--- src/rtl/mbist_sequencer.sv ---
// MBIST test-list sequencer: walks the enabled test codes, pulses a decoder clear
// between tests, applies a per-test watchdog and reports a pass/fail summary.
module mbist_sequencer #(
    parameter logic [5:0] TEST_MASK    = 6'b111111,
    parameter int         TIMEOUT      = 1024,
    parameter int         CLR_CYC      = 1,
    parameter bit         STOP_ON_FAIL = 1'b0
) (
    input  logic       clk,
    input  logic       rst,
    input  logic       start,
    input  logic       test_done,
    input  logic       fail_in,
    output logic [3:0] select,
    output logic       rst_done,
    output logic       busy,
    output logic       done,
    output logic       pass,
    output logic [5:0] fail_map,
    output logic [3:0] fail_code,
    output logic       timeout
);
    localparam int WD_W  = $clog2(TIMEOUT + 1);
    localparam int CLR_W = $clog2(CLR_CYC + 1);
    localparam logic [WD_W-1:0]  WD_LAST  = WD_W'(TIMEOUT - 1);
    localparam logic [CLR_W-1:0] CLR_LAST = CLR_W'(CLR_CYC - 1);

    typedef enum logic [2:0] {
        ST_IDLE   = 3'd0,
        ST_ISSUE  = 3'd1,
        ST_RUN    = 3'd2,
        ST_CLEAR  = 3'd3,
        ST_FINISH = 3'd4
    } state_t;

    // Lowest enabled code strictly above cur; zero when none remains.
    function automatic logic [3:0] next_code(input logic [3:0] cur);
        logic [3:0] res;
        res = 4'd0;
        for (int k = 6; k >= 1; k--) begin
            if (TEST_MASK[k-1] && (4'(k) > cur)) begin
                res = 4'(k);
            end else begin
                res = res;
            end
        end
        return res;
    endfunction

    function automatic logic [5:0] code_bit(input logic [3:0] code);
        logic [5:0] res;
        case (code)
            4'd1:    res = 6'b000001;
            4'd2:    res = 6'b000010;
            4'd3:    res = 6'b000100;
            4'd4:    res = 6'b001000;
            4'd5:    res = 6'b010000;
            4'd6:    res = 6'b100000;
            default: res = 6'b000000;
        endcase
        return res;
    endfunction

    state_t             state_r, state_s;
    logic [3:0]         select_r, select_s;
    logic [3:0]         code_r, code_s;
    logic               rst_done_r, rst_done_s;
    logic               busy_r, busy_s;
    logic               done_r, done_s;
    logic               pass_r, pass_s;
    logic [5:0]         fail_map_r, fail_map_s;
    logic [3:0]         fail_code_r, fail_code_s;
    logic               timeout_r, timeout_s;
    logic [WD_W-1:0]    wd_r, wd_s;
    logic [CLR_W-1:0]   clr_r, clr_s;
    logic [3:0]         first_s;
    logic [3:0]         nxt_s;
    logic [5:0]         cur_bit_s;
    logic               hit_s;
    logic               wd_exp_s;

    // Next-state and next-output logic for the sequencer FSM.
    always_comb begin
        state_s     = state_r;
        select_s    = select_r;
        code_s      = code_r;
        rst_done_s  = rst_done_r;
        busy_s      = busy_r;
        done_s      = done_r;
        pass_s      = pass_r;
        fail_map_s  = fail_map_r;
        fail_code_s = fail_code_r;
        timeout_s   = timeout_r;
        wd_s        = wd_r;
        clr_s       = clr_r;
        first_s     = next_code(4'd0);
        nxt_s       = next_code(code_r);
        cur_bit_s   = code_bit(code_r);
        hit_s       = 1'b0;
        wd_exp_s    = (wd_r == WD_LAST);
        case (state_r)
            ST_IDLE, ST_FINISH: begin
                if (start) begin
                    fail_map_s  = 6'd0;
                    fail_code_s = 4'd0;
                    timeout_s   = 1'b0;
                    pass_s      = 1'b0;
                    done_s      = 1'b0;
                    if (first_s == 4'd0) begin
                        state_s = ST_FINISH;
                        pass_s  = 1'b1;
                        done_s  = 1'b1;
                    end else begin
                        state_s  = ST_ISSUE;
                        select_s = first_s;
                        code_s   = first_s;
                        busy_s   = 1'b1;
                    end
                end else begin
                    state_s = state_r;
                end
            end
            // The decoder registers select here, so engine inputs are not trusted yet.
            ST_ISSUE: begin
                state_s = ST_RUN;
                wd_s    = WD_W'(0);
            end
            ST_RUN: begin
                hit_s = fail_in || (!test_done && wd_exp_s);
                if (hit_s) begin
                    fail_map_s = fail_map_r | cur_bit_s;
                    if (fail_code_r == 4'd0) begin
                        fail_code_s = code_r;
                    end else begin
                        fail_code_s = fail_code_r;
                    end
                end else begin
                    fail_map_s = fail_map_r;
                end
                if (test_done || wd_exp_s) begin
                    timeout_s  = timeout_r | ~test_done;
                    state_s    = ST_CLEAR;
                    select_s   = 4'd0;
                    rst_done_s = 1'b1;
                    clr_s      = CLR_W'(0);
                end else begin
                    wd_s = wd_r + WD_W'(1);
                end
            end
            ST_CLEAR: begin
                if (clr_r == CLR_LAST) begin
                    rst_done_s = 1'b0;
                    if ((STOP_ON_FAIL && ((fail_map_r & cur_bit_s) != 6'd0)) || (nxt_s == 4'd0)) begin
                        state_s = ST_FINISH;
                        busy_s  = 1'b0;
                        done_s  = 1'b1;
                        pass_s  = (fail_map_r == 6'd0);
                    end else begin
                        state_s  = ST_ISSUE;
                        select_s = nxt_s;
                        code_s   = nxt_s;
                    end
                end else begin
                    clr_s = clr_r + CLR_W'(1);
                end
            end
            default: begin
                state_s = ST_IDLE;
            end
        endcase
    end

    // State and output registers; reset forces every output low immediately.
    always_ff @(posedge clk or posedge rst) begin
        if (rst) begin
            state_r     <= ST_IDLE;
            select_r    <= 4'd0;
            code_r      <= 4'd0;
            rst_done_r  <= 1'b0;
            busy_r      <= 1'b0;
            done_r      <= 1'b0;
            pass_r      <= 1'b0;
            fail_map_r  <= 6'd0;
            fail_code_r <= 4'd0;
            timeout_r   <= 1'b0;
            wd_r        <= WD_W'(0);
            clr_r       <= CLR_W'(0);
        end else begin
            state_r     <= state_s;
            select_r    <= select_s;
            code_r      <= code_s;
            rst_done_r  <= rst_done_s;
            busy_r      <= busy_s;
            done_r      <= done_s;
            pass_r      <= pass_s;
            fail_map_r  <= fail_map_s;
            fail_code_r <= fail_code_s;
            timeout_r   <= timeout_s;
            wd_r        <= wd_s;
            clr_r       <= clr_s;
        end
    end

    assign select    = select_r;
    assign rst_done  = rst_done_r;
    assign busy      = busy_r;
    assign done      = done_r;
    assign pass      = pass_r;
    assign fail_map  = fail_map_r;
    assign fail_code = fail_code_r;
    assign timeout   = timeout_r;

endmodule

--- config.mk ---
export PLATFORM = sky130hd
export DESIGN_NAME = mbist_sequencer
export DESIGN_NICKNAME = d
export VERILOG_FILES = /design/src/rtl/mbist_sequencer.sv
export SDC_FILE = /design/constraint.sdc
export NUM_CORES = 1
export LEC_CHECK = 0
export CORE_MARGIN = 1.5
export CORE_UTILIZATION = 49
export CTS_BUF_LIST = sky130_fd_sc_hd__clkbuf_16
export DETAILED_ROUTE_END_ITERATION = 8
export HOLD_SLACK_MARGIN = 0.06
export PLACE_DENSITY = 0.73
export SYNTH_ARGS = -nofsm -noshare
export SYNTH_HDL_FRONTEND = slang
export SYNTH_SLANG_ARGS = --single-unit
export TNS_END_PERCENT = 50
--- constraint.sdc ---
create_clock -name clk -period 3.07 [get_ports clk]
set_input_delay 0.7675 -clock clk [delete_from_list [all_inputs] [get_ports clk]]
set_output_delay 0.7675 -clock clk [all_outputs]
set_load 0.02 [all_outputs]
# == Word-level counts from Yosys, hierarchy flattened ==
# Cells that the tools add are included.
# word_totals
ff_bits,38
in_bits,5
# classes
n_addsub,2
magnitude_cmp,6
n_eq_ne,19
muxes,46
bitwise,3
reduce_logical,24
# ops
op,count
$pmux 6 s6,1
$mux 3,10
$mux 4,7
$pmux 11 s2,1
$ne 2x2->1 const B,8
$pmux 4 s2,2
$mux 1,13
$eq 4x3->1 const B,3
$gt 3x4->1 const A,3
$mux 6,2
$pmux 1 s2,6
$pmux 3 s4,1
$pmux 4 s3,1
$pmux 6 s2,1
$reduce_and 3->1,4
$reduce_and 4->1,3
$add 11x1->11 const B,1
$eq 11x10->1 const B,1
$mux 11,1
$eq 4x2->1 const B,2
$gt 2x4->1 const A,2
$logic_not 4->1,2
$reduce_bool 2->1,4
$eq 3x2->1 const B,2
17 further kinds,19

# == Longest topological paths before layout ==
# Gate-level depths: netlist of the first run.
# logic_depth
ltp_word,11
depth_mapped,6
depth_no_buf,5

# == Worst setup path before layout of the first run ==
# No wires, ideal clock.
# synth_path
kind,input port to flip-flop
from,input test_done
to,register wd_r[5]
setup_time_ps,77
arrival_ps,2163
path_slack_ps,830
stages,4
n_path_buf,0
path_cell_list,or4b_1 > or3_4 > or4_1 > a21oi_1
# synth_via
elab_chain_cells,3
# synth_lines
item,line_no,text
start: declaration,12,"input logic test_done,"
$logic_or 1x1->1,140,if (test_done || wd_exp_s) begin
$ne 2x2->1 (no line),n/a,
$reduce_and 2->1 (no line),n/a,
end signal: assignment,199,wd_r <= wd_s;
end: declaration,74,"logic [WD_W-1:0] wd_r, wd_s;"
# No other way between the ends.
# A chain may end at the register's enable or synchronous reset.

# == Final worst setup path of the first run ==
# Ends and elaborated chain as after synthesis.

==> results of run 1 <==
-- cell type report --
cell class | instances | share of cell area [%]
Tap cell | 44 | 2.74
Clock inverter | 3 | 1.87
Multi-Input combinational cell | 104 | 32.9
Clock buffer | 5 | 6.23
Timing Repair Buffer | 23 | 11.2
Inverter | 14 | 2.62
Sequential cell | 34 | 42.4
-- through the flow --
stage | util (%) | cells | hold WS (ns) | cell area, sq um | power, mW
finish | 65.2 | 227 | 0.484 | 2010 | 2.04
global route | 65.2 | 227 | 0.503 | 2010 | 2.16
CTS | 65.0 | 227 | 0.482 | 2000 | 2.04
detailed placement | 59.8 | 219 | 0.475 | 1840 | 1.48
global placement | 59.8 | 219 | 0.463 | 1840 | 1.46
floorplan | - | 162 | 0.468 | 1610 | 1.22
-- layout by cell type, fill, tap and decap left out, types with 2 or more instances in the layout --
master / count
o41ai_1: 2
nor3_1: 6
a22o_1: 4
a31oi_1: 2
nor4b_1: 2
inv_1: 16
dfrtp_1: 34
nand3_1: 7
nor2_1: 6
o21ai_0: 7
o31ai_1: 5
clkdlybuf4s50_1: 21
nor4_1: 3
a21oi_1: 8
o211ai_1: 3
or4_1: 2
conb_1: 2
mux2i_1: 2
clkbuf_16: 5
a32o_1: 6
nand2_1: 14
buf_4: 2
or3_1: 3
-- worst min path at each step --
stage,to,cells after the start,startpoint,slack [ns]
final,pass$_DFFE_PP0P_,1,fail_map[1]$_DFFE_PP0P_,0.48
after global routing,pass$_DFFE_PP0P_,1,fail_map[1]$_DFFE_PP0P_,0.50
after CTS,pass$_DFFE_PP0P_,1,fail_map[1]$_DFFE_PP0P_,0.48
after detailed placement,pass$_DFFE_PP0P_,1,fail_map[1]$_DFFE_PP0P_,0.48
after global placement,done$_DFFE_PP0P_,2,done$_DFFE_PP0P_,0.46
after floorplan,wd_r[10]$_DFFE_PP0P_,1,wd_r[9]$_DFFE_PP0P_,0.47
-- cells by family after synthesis --
logic type               after synthesis
AO/OA/AOI/OAI                         45
XOR/XNOR                               1
adder cells (fa/ha/maj)                1
buffers and inverters                 24
flip-flops                            34
multiplexers                           2
other                                  1
AND/OR/NAND/NOR                       53
-- per-layer routing --
metal	track usage (%)	vias to the layer above	routed length, microns
met3	4.76	4	161
met1	30.3	640	1630
met2	32.1	38	1620
li1	-	624	-
met4	13.3	0	56
met5	0	-	0
-- flip-flops by register name (all words and copies together), names as in the netlist --
name,flops
busy,1
code_r,3
done,1
fail_code,3
fail_map,6
pass,1
rst_done,1
select,3
state_r,3
timeout,1
wd_r,11
-- power by group --
| group | leakage [nW] | total [mW] | switching (mW) | internal (mW) |
|---|---|---|---|---|
| combinational | 0.338 | 0.748 | 0.406 | 0.342 |
| clock | 0.0864 | 0.551 | 0.174 | 0.376 |
| sequential | 0.448 | 0.739 | 0.158 | 0.581 |
==> qor.txt, run 1 <==
Outcome: completed
Crit path capture: wd_r[5]$_DFFE_PP0P_
Clock period minus worst slack: 2.51 ns
R2r startpoint: state_r[0]$_DFFE_PP0P_
Post-Synth Simple-Gate Area: 17.7%
Grt total ovfl: 0
Longest Clk Path Bufs: 2
Clock sink total: 34
Vias in the first global route: 1259
WP data required: 3.28 ns
Nature of the critical path endpoint: register
DRT Pass-1 Iters: 4
Initial antenna violation count: 0
Critical path depth: 5
Max cap viols: 0
Max Slew Vio Count: 0
Die ar.: 3640 sq um
Lkg Pwr: 0.872 nW
Worst R2R End: wd_r[5]$_DFFE_PP0P_
EDFF count, synth: 0
Reg2Reg Depth: 4
First-pass GRT wire length: 5.84 mm
Reg2Reg Setup Slack: 0.92 ns
Crit path kind: in2reg
Worst path slowest cell: or4b_1
Yosys top cell by area: dfrtp_1
Final nets: 188
Port bufs: 21
Critical Path Start: test_done
Post-DR wirelength/cell: 15.2 microns
Relative slew slack: 46.8%
Fraction of layout cells with a size suffix above 1: 6.01%
Detail Route Antenna Nets: 0
H-tree depth: 2
Post-synth top area share: 52.9%
Top-count cell post-synth: dfrtp_1
CTS tree: built
Die Wd: 60.3 microns
Post-synthesis cell type count: 43
Area of the multi-input gates: 661 sq um
Filler instances: 252
Total track usage: 22.1%
Crit path max fanout: 5
Ant. Diodes: 0
WP data arrival: 2.72 ns
CP startpoint kind: input pin
Post-Synthesis Cells: 161
Worst path max stage delay: 0.52 ns
Most frequent cells after synthesis: dfrtp_1, inv_1, nand2_1, a21oi_1
Slew @ Worst Pin: 0.793 ns
Mux cell area share after synthesis: 1.24%
Delay-heaviest family, CP: simple AND/OR/NAND/NOR gates
DR vias/cell: 5.75
Async S/R FF share, synth: 100%
Register area share after synthesis: 52.9%
HP Class: reg2reg
Bufs and invs on worst path: 1
Top FF cell, synth: dfrtp_1
Crit share post-route: 81.9%
Area grow syn2layout: 24.7%
Io pins: 24
Routed wire length: 3.46 mm
Final Hold Viols: 0
Root Buffer: clkbuf_16
Flip-flop and latch count after synthesis: 34
Synth area leaders: dfrtp_1, a32o_1, inv_1
Vias: 1306
Routability-driven placement congestion ratio: 0.843
Num CTS Buffers: 5
Max Fclk: 398 MHz
Worst path cell trace: clkdlybuf4s50_1 -> or4b_1 -> or3_4 -> or4_1 -> a21oi_1
Clock Skews: 0.00974 ns
DR DRC count: 0
Maximum VDD drop: 0.000531 V
Post-cts resize count: 0
Netlist Area Pre-Place: 1610 sq um
Chip height: 60.3 microns
Core box area: 3080 sq um
Synthesized-area fraction occupied by adder cells: 0.778%
Final setup vio count: 0
DPL Wire Length: 2.31 mm
Main combinational cell family by area after synthesis: compound AO/OA/AOI/OAI gates
Storage cell area: 851 sq um
Syn avg cell area: 9.99 sq um
RSZ-0062 raised after global routing: false
Initial DRC count: 101
Post-synthesis compound-gate area fraction: 20.0%
Clk Latency, worst-skew pair: 0.28 ns
Synth warn: 0
Accumulated negative setup slack: 0 ns
Largest net degree at the start of global routing: 35
PwrDens: 1020 nW/um^2
Final worst slack: 0.555 ns
Synth Area in XOR/XNOR: 0.544%
Setup bufs post-CTS: 0
Row count: 20
Cts hold-fix bufs: 0
Worst-path clk slew: 0.05 ns
Initial Util: 52.3%
Pre-CTS setup slack: 0.283 ns
Power figures use the tool's default switching activity.
==> inputs of run 2 (changes only) <==
clock period = 2.55 ns   (was 3.07 ns; I/O delays follow)
==> run 2 against run 1 <==
  * Core utilization increased by 0.16 points
  * Flip-flop and latch count stayed put
  * Routed wire length is 0.75% higher
  * First-iteration DRC count shrank 28%
  * Non-clock buffer count grew 5
  * Sequential share of layout area shrank 0.11 points
==> qor.txt, run 2 (same netlist as run 1, synthesis figures left out) <==
Area of the multi-input gates: 656 sq um (-0.76%)
Pre-CTS setup slack: -0.0514 ns (-0.334 ns)
Die Wd: 60.3 microns (unchanged)
Crit share post-route: 91.4%
Hold Path Depth: 2 (+1)
Total track usage: 21.8% (-0.36 points)
Max Slew Vio Count: 0 (unchanged)
HP Class: reg2reg
Area grow syn2layout: 25.0%
Initial Util: 52.3% (unchanged)
Nature of the critical path endpoint: register
Worst Hold Slack: 0.479 ns (-0.00544 ns)
Worst Hold Path EP: done$_DFFE_PP0P_
Max Fclk: 429 MHz
RSZ-0062 raised after global routing: false
Chip height: 60.3 microns (unchanged)
Vias in the first global route: 1335 (+6.0%)
Ant. Diodes: 0 (unchanged)
Longest Clk Path Bufs: 2 (unchanged)
Max cap viols: 0 (unchanged)
Grt total ovfl: 0 (unchanged)
Critical Path Start: test_done
Outcome: completed
Clock sink total: 34 (unchanged)
WP data required: 2.75 ns (-0.53 ns)
Root Buffer: clkbuf_16
Post-DR wirelength/cell: 15.1 microns (-0.99%)
DPL Wire Length: 2.37 mm (+2.6%)
Cts hold-fix bufs: 0 (unchanged)
Worst-path clk slew: 0.05 ns (about the same)
DRT Pass-1 Iters: 5 (+1)
Fraction of layout cells with a size suffix above 1: 8.56% (+2.5 points)
Crit path max fanout: 4 (-1)
Max reg flops: 11 (unchanged)
Io pins: 24 (unchanged)
CP startpoint kind: input pin
Worst R2R End: select[2]$_DFFE_PP0P_
Final Hold Viols: 0 (unchanged)
First-pass GRT wire length: 5.94 mm (+1.6%)
Final setup vio count: 0 (unchanged)
Most frequent cells in the layout: dfrtp_1, clkdlybuf4s50_1, nand2_1, inv_1, a21oi_1
Vias: 1353 (+3.6%)
Filler instances: 258 (+2.4%)
WP data arrival: 2.53 ns (-0.19 ns)
Final nets: 193 (+2.7%)
Largest net degree at the start of global routing: 35 (unchanged)
Initial DRC count: 73 (-28%)
Clock Skews: 0.00479 ns (-0.00495 ns)
PwrDens: 1180 nW/um^2 (+16%)
Die ar.: 3640 sq um (unchanged)
CTS tree: built
Routed wire length: 3.49 mm (+0.75%)
Slew @ Worst Pin: 1.34 ns (+0.550 ns)
Final worst slack: 0.219 ns (-0.336 ns)
Clock period minus worst slack: 2.33 ns
Biggest register: wd_r
Most common cell after layout, fill and taps aside: dfrtp_1
R2r startpoint: wd_r[0]$_DFFE_PP0P_
DR DRC count: 0 (unchanged)
DR vias/cell: 5.86 (+1.8%)
Clk Latency, worst-skew pair: 0.27 ns (about the same)
Core box area: 3080 sq um (unchanged)
Num CTS Buffers: 5 (unchanged)
Overall power: 2.37 mW (+16%)
Accumulated negative setup slack: 0 ns (unchanged)
Port bufs: 21 (unchanged)
H-tree depth: 2 (unchanged)
Crit path kind: in2reg
Min-delay src: done$_DFFE_PP0P_
Routability-driven placement congestion ratio: 0.890 (+5.6%)
Maximum VDD drop: 0.000621 V (+17%)
Reg2Reg Setup Slack: 0.24 ns (-0.68 ns)
Post-cts resize count: 0 (unchanged)
Initial antenna violation count: 0 (unchanged)
Setup bufs post-CTS: 0 (unchanged)
Reg2Reg Depth: 5 (+1)
Lkg Pwr: 0.878 nW (+0.64%)
Storage cell area: 851 sq um (unchanged)
Detail Route Antenna Nets: 0 (unchanged)
Relative slew slack: 9.69% (-37 points)
Final design utilization: 65.4% (+0.16 points)
Row count: 20 (unchanged)
## run 2: changes by cell type in the layout (fill, tap and decap cells not counted), sizes merged
cell    before  now
clkinv       0    2
inv         16   14
bufinv       1    0
buf          2    7
## run 2: worst max-delay path by stage
stage,slack (ns),cells after the start,end
after CTS,0.21,5,select[1]$_DFFE_PP0P_
final,0.22,5,wd_r[5]$_DFFE_PP0P_
after global placement,0.002,5,wd_r[5]$_DFFE_PP0P_
after global routing,0.06,5,select[2]$_DFFE_PP0P_
after floorplan,0.44,4,wd_r[5]$_DFFE_PP0P_
after detailed placement,-0.05,5,wd_r[5]$_DFFE_PP0P_
## run 2: critical path: stages
cell	delay [ns]
clkdlybuf4s50_1	0.43
or4b_1	0.50
or3_4	0.40
or4_1	0.41
a21oi_1	0.15
## run 2: metrics by stage
stage,instance area (sq um),std cells
global placement,1880,224
CTS,2010,231
floorplan,1610,162
detailed placement,1880,224
global route,2010,231
finish,2010,231
## run 2: cell type report
type,instances,area share [%]
multi-input combinational,104,32.6
clock inverter,2,0.498
sequential,34,42.3
timing repair buffer,28,13.1
clock buffer,5,6.22
tap,44,2.74
inverter,14,2.61
## run 2: metal layers
layer,vias to the layer above,track usage [%],share of wire (%)
met4,0,8.57,0.95
met5,-,0,0
met3,5,4.98,5.9
met1,667,29.4,45
li1,639,-,-
met2,42,34.2,48
## run 2: where the power goes
part	total (mW)	switching, mW	internal, mW
combinational	0.957	0.531	0.426
clock	0.548	0.197	0.351
sequential	0.865	0.165	0.700
total	2.37	0.893	1.48
==> inputs of run 3 (changes only) <==
CORE_ASPECT_RATIO = 1.5   (was unset)
HOLD_SLACK_MARGIN = 0.15   (was 0.06)
==> run 3 against run 2 <==
  * Critical endpoint unchanged
  * Highest routed layer unchanged
  * Worst setup slack worse by 0.0056 ns
  * Sequential share of layout area is 0.11 points higher
  * Flip-flop and latch count stayed put
  * Global-route usage is 0.48 points higher
  * Largest power group unchanged
  * Via count stayed put
  * Final cell count is 1.7% lower
==> qor.txt, run 3 (same netlist as run 1, synthesis figures left out) <==
Final worst slack: 0.214 ns (-0.00560 ns)
HP Class: reg2reg
Setup bufs post-CTS: 0 (unchanged)
Worst Hold Path EP: done$_DFFE_PP0P_
Clock Skews: 0.00558 ns (+0.000788 ns)
Vias: 1353 (unchanged)
GRT busiest layer: met2
Crit path max fanout: 4 (unchanged)
Slew @ Worst Pin: 1.21 ns (-0.135 ns)
Cts hold-fix bufs: 0 (unchanged)
PwrDens: 1180 nW/um^2 (about the same)
Most common cell after layout, fill and taps aside: dfrtp_1
Chip height: 73.2 microns (+21%)
Initial DRC count: 70 (-4.1%)
Post-DR wirelength/cell: 15.8 microns (+4.4%)
Total track usage: 22.3% (+0.48 points)
Routed wire length: 3.58 mm (+2.6%)
WP data arrival: 2.53 ns (about the same)
Outcome: completed
Nature of the critical path endpoint: register
Biggest register: wd_r
RSZ-0062 raised after global routing: false
Final setup vio count: 0 (unchanged)
Crit path kind: in2reg
WP data required: 2.75 ns (about the same)
R2r startpoint: wd_r[0]$_DFFE_PP0P_
Root Buffer: clkbuf_16
Relative slew slack: 18.7% (+9.0 points)
Die ar.: 3640 sq um (+0.19%)
Met3 GRT Util: 5.33% (+0.35 points)
Met2 usage: 41.9% (+7.8 points)
Final nets: 193 (unchanged)
Crit share post-route: 91.6% (+0.22 points)
Overall power: 2.36 mW (-0.34%)
Clk Latency, worst-skew pair: 0.27 ns (about the same)
CP startpoint kind: input pin
CTS tree: built
Port bufs: 21 (unchanged)
Max Slew Vio Count: 0 (unchanged)
Max reg flops: 11 (unchanged)
Most frequent cells in the layout: dfrtp_1, clkdlybuf4s50_1, nand2_1, inv_1, a21oi_1
Die Wd: 49.8 microns (-17%)
Min-delay src: done$_DFFE_PP0P_
Clock period minus worst slack: 2.34 ns (+0.00561 ns)
Reg2Reg Depth: 5 (unchanged)
H-tree depth: 2 (unchanged)
Met1 usage: 22.7% (-6.6 points)
Max Fclk: 428 MHz (-0.24%)
DR DRC count: 0 (unchanged)
Max cap viols: 0 (unchanged)
Area grow syn2layout: 24.7%
Row count: 25 (+25%)
Core box area: 3130 sq um (+1.6%)
DRT Pass-1 Iters: 4 (-1)
Worst Hold Slack: 0.480 ns (+0.00106 ns)
Worst-path clk slew: 0.05 ns (about the same)
Ant. Diodes: 0 (unchanged)
Final Hold Viols: 0 (unchanged)
Post-cts resize count: 0 (unchanged)
Fraction of layout cells with a size suffix above 1: 8.56% (unchanged)
Num CTS Buffers: 5 (unchanged)
Worst R2R End: select[1]$_DFFE_PP0P_
Initial antenna violation count: 0 (unchanged)
Pre-CTS setup slack: -0.0788 ns (-0.0274 ns)
Grt total ovfl: 0 (unchanged)
Io pins: 24 (unchanged)
Maximum VDD drop: 0.000691 V (+11%)
Routability-driven placement congestion ratio: 0.895 (+0.53%)
Initial Util: 51.4% (-0.84 points)
First-pass GRT wire length: 6.05 mm (+1.9%)
DPL Wire Length: 2.60 mm (+9.8%)
Vias in the first global route: 1341 (+0.45%)
Largest net degree at the start of global routing: 35 (unchanged)
Clock sink total: 34 (unchanged)
Lkg Pwr: 0.878 nW (unchanged)
Longest Clk Path Bufs: 2 (unchanged)
DR vias/cell: 5.96 (+1.8%)
Hold Path Depth: 2 (unchanged)
Reg2Reg Setup Slack: 0.38 ns (+0.14 ns)
Detail Route Antenna Nets: 0 (unchanged)
==> run 3: critical path, cell delays in order <==
cell             delay [ns]
clkdlybuf4s50_1        0.42
or4b_1                 0.51
or3_4                  0.40
or4_1                  0.41
a21oi_1                0.16
==> run 3: per-layer routing <==
metal,vias up,share of wire (%)
met5,-,0
met4,0,1.6
met3,7,3.7
met2,33,57
met1,669,38
li1,644,-
==> run 3: worst max-delay path by stage <==
stage	start	endpoint	slack [ns]	cells after the start
2_1_floorplan	test_done	wd_r[5]$_DFFE_PP0P_	0.44	4
3_3_place_gp	test_done	wd_r[5]$_DFFE_PP0P_	-0.002	5
3_5_place_dp	test_done	wd_r[5]$_DFFE_PP0P_	-0.08	5
4_1_cts	test_done	wd_r[5]$_DFFE_PP0P_	0.21	5
5_1_grt	wd_r[0]$_DFFE_PP0P_	select[1]$_DFFE_PP0P_	0.13	5
6_report	test_done	wd_r[5]$_DFFE_PP0P_	0.21	5
==> run 3: layout make-up <==
type / instances / area [sq um]
sequential: 34 / 851
fill: 258 / 1120
multi-input combinational: 104 / 656
tap: 40 / 50.0
timing repair buffer: 28 / 263
clock inverter: 2 / 10.0
clock buffer: 5 / 125
inverter: 14 / 52.6
==> run 3: report_power, final <==
group,internal [mW],switching (mW),leakage (nW)
clock network,0.351,0.205,0.0694
registers,0.700,0.167,0.448
logic,0.426,0.512,0.361
==> run 3: stage by stage <==
stage	cells	util (%)	instance area, sq um	TNS (ns)
floorplan	162	-	1610	0
global placement	220	59.8	1870	-0.00216
detailed placement	220	59.8	1870	-0.0788
CTS	227	64.2	2010	0
global route	227	64.2	2010	0
finish	227	64.2	2010	0
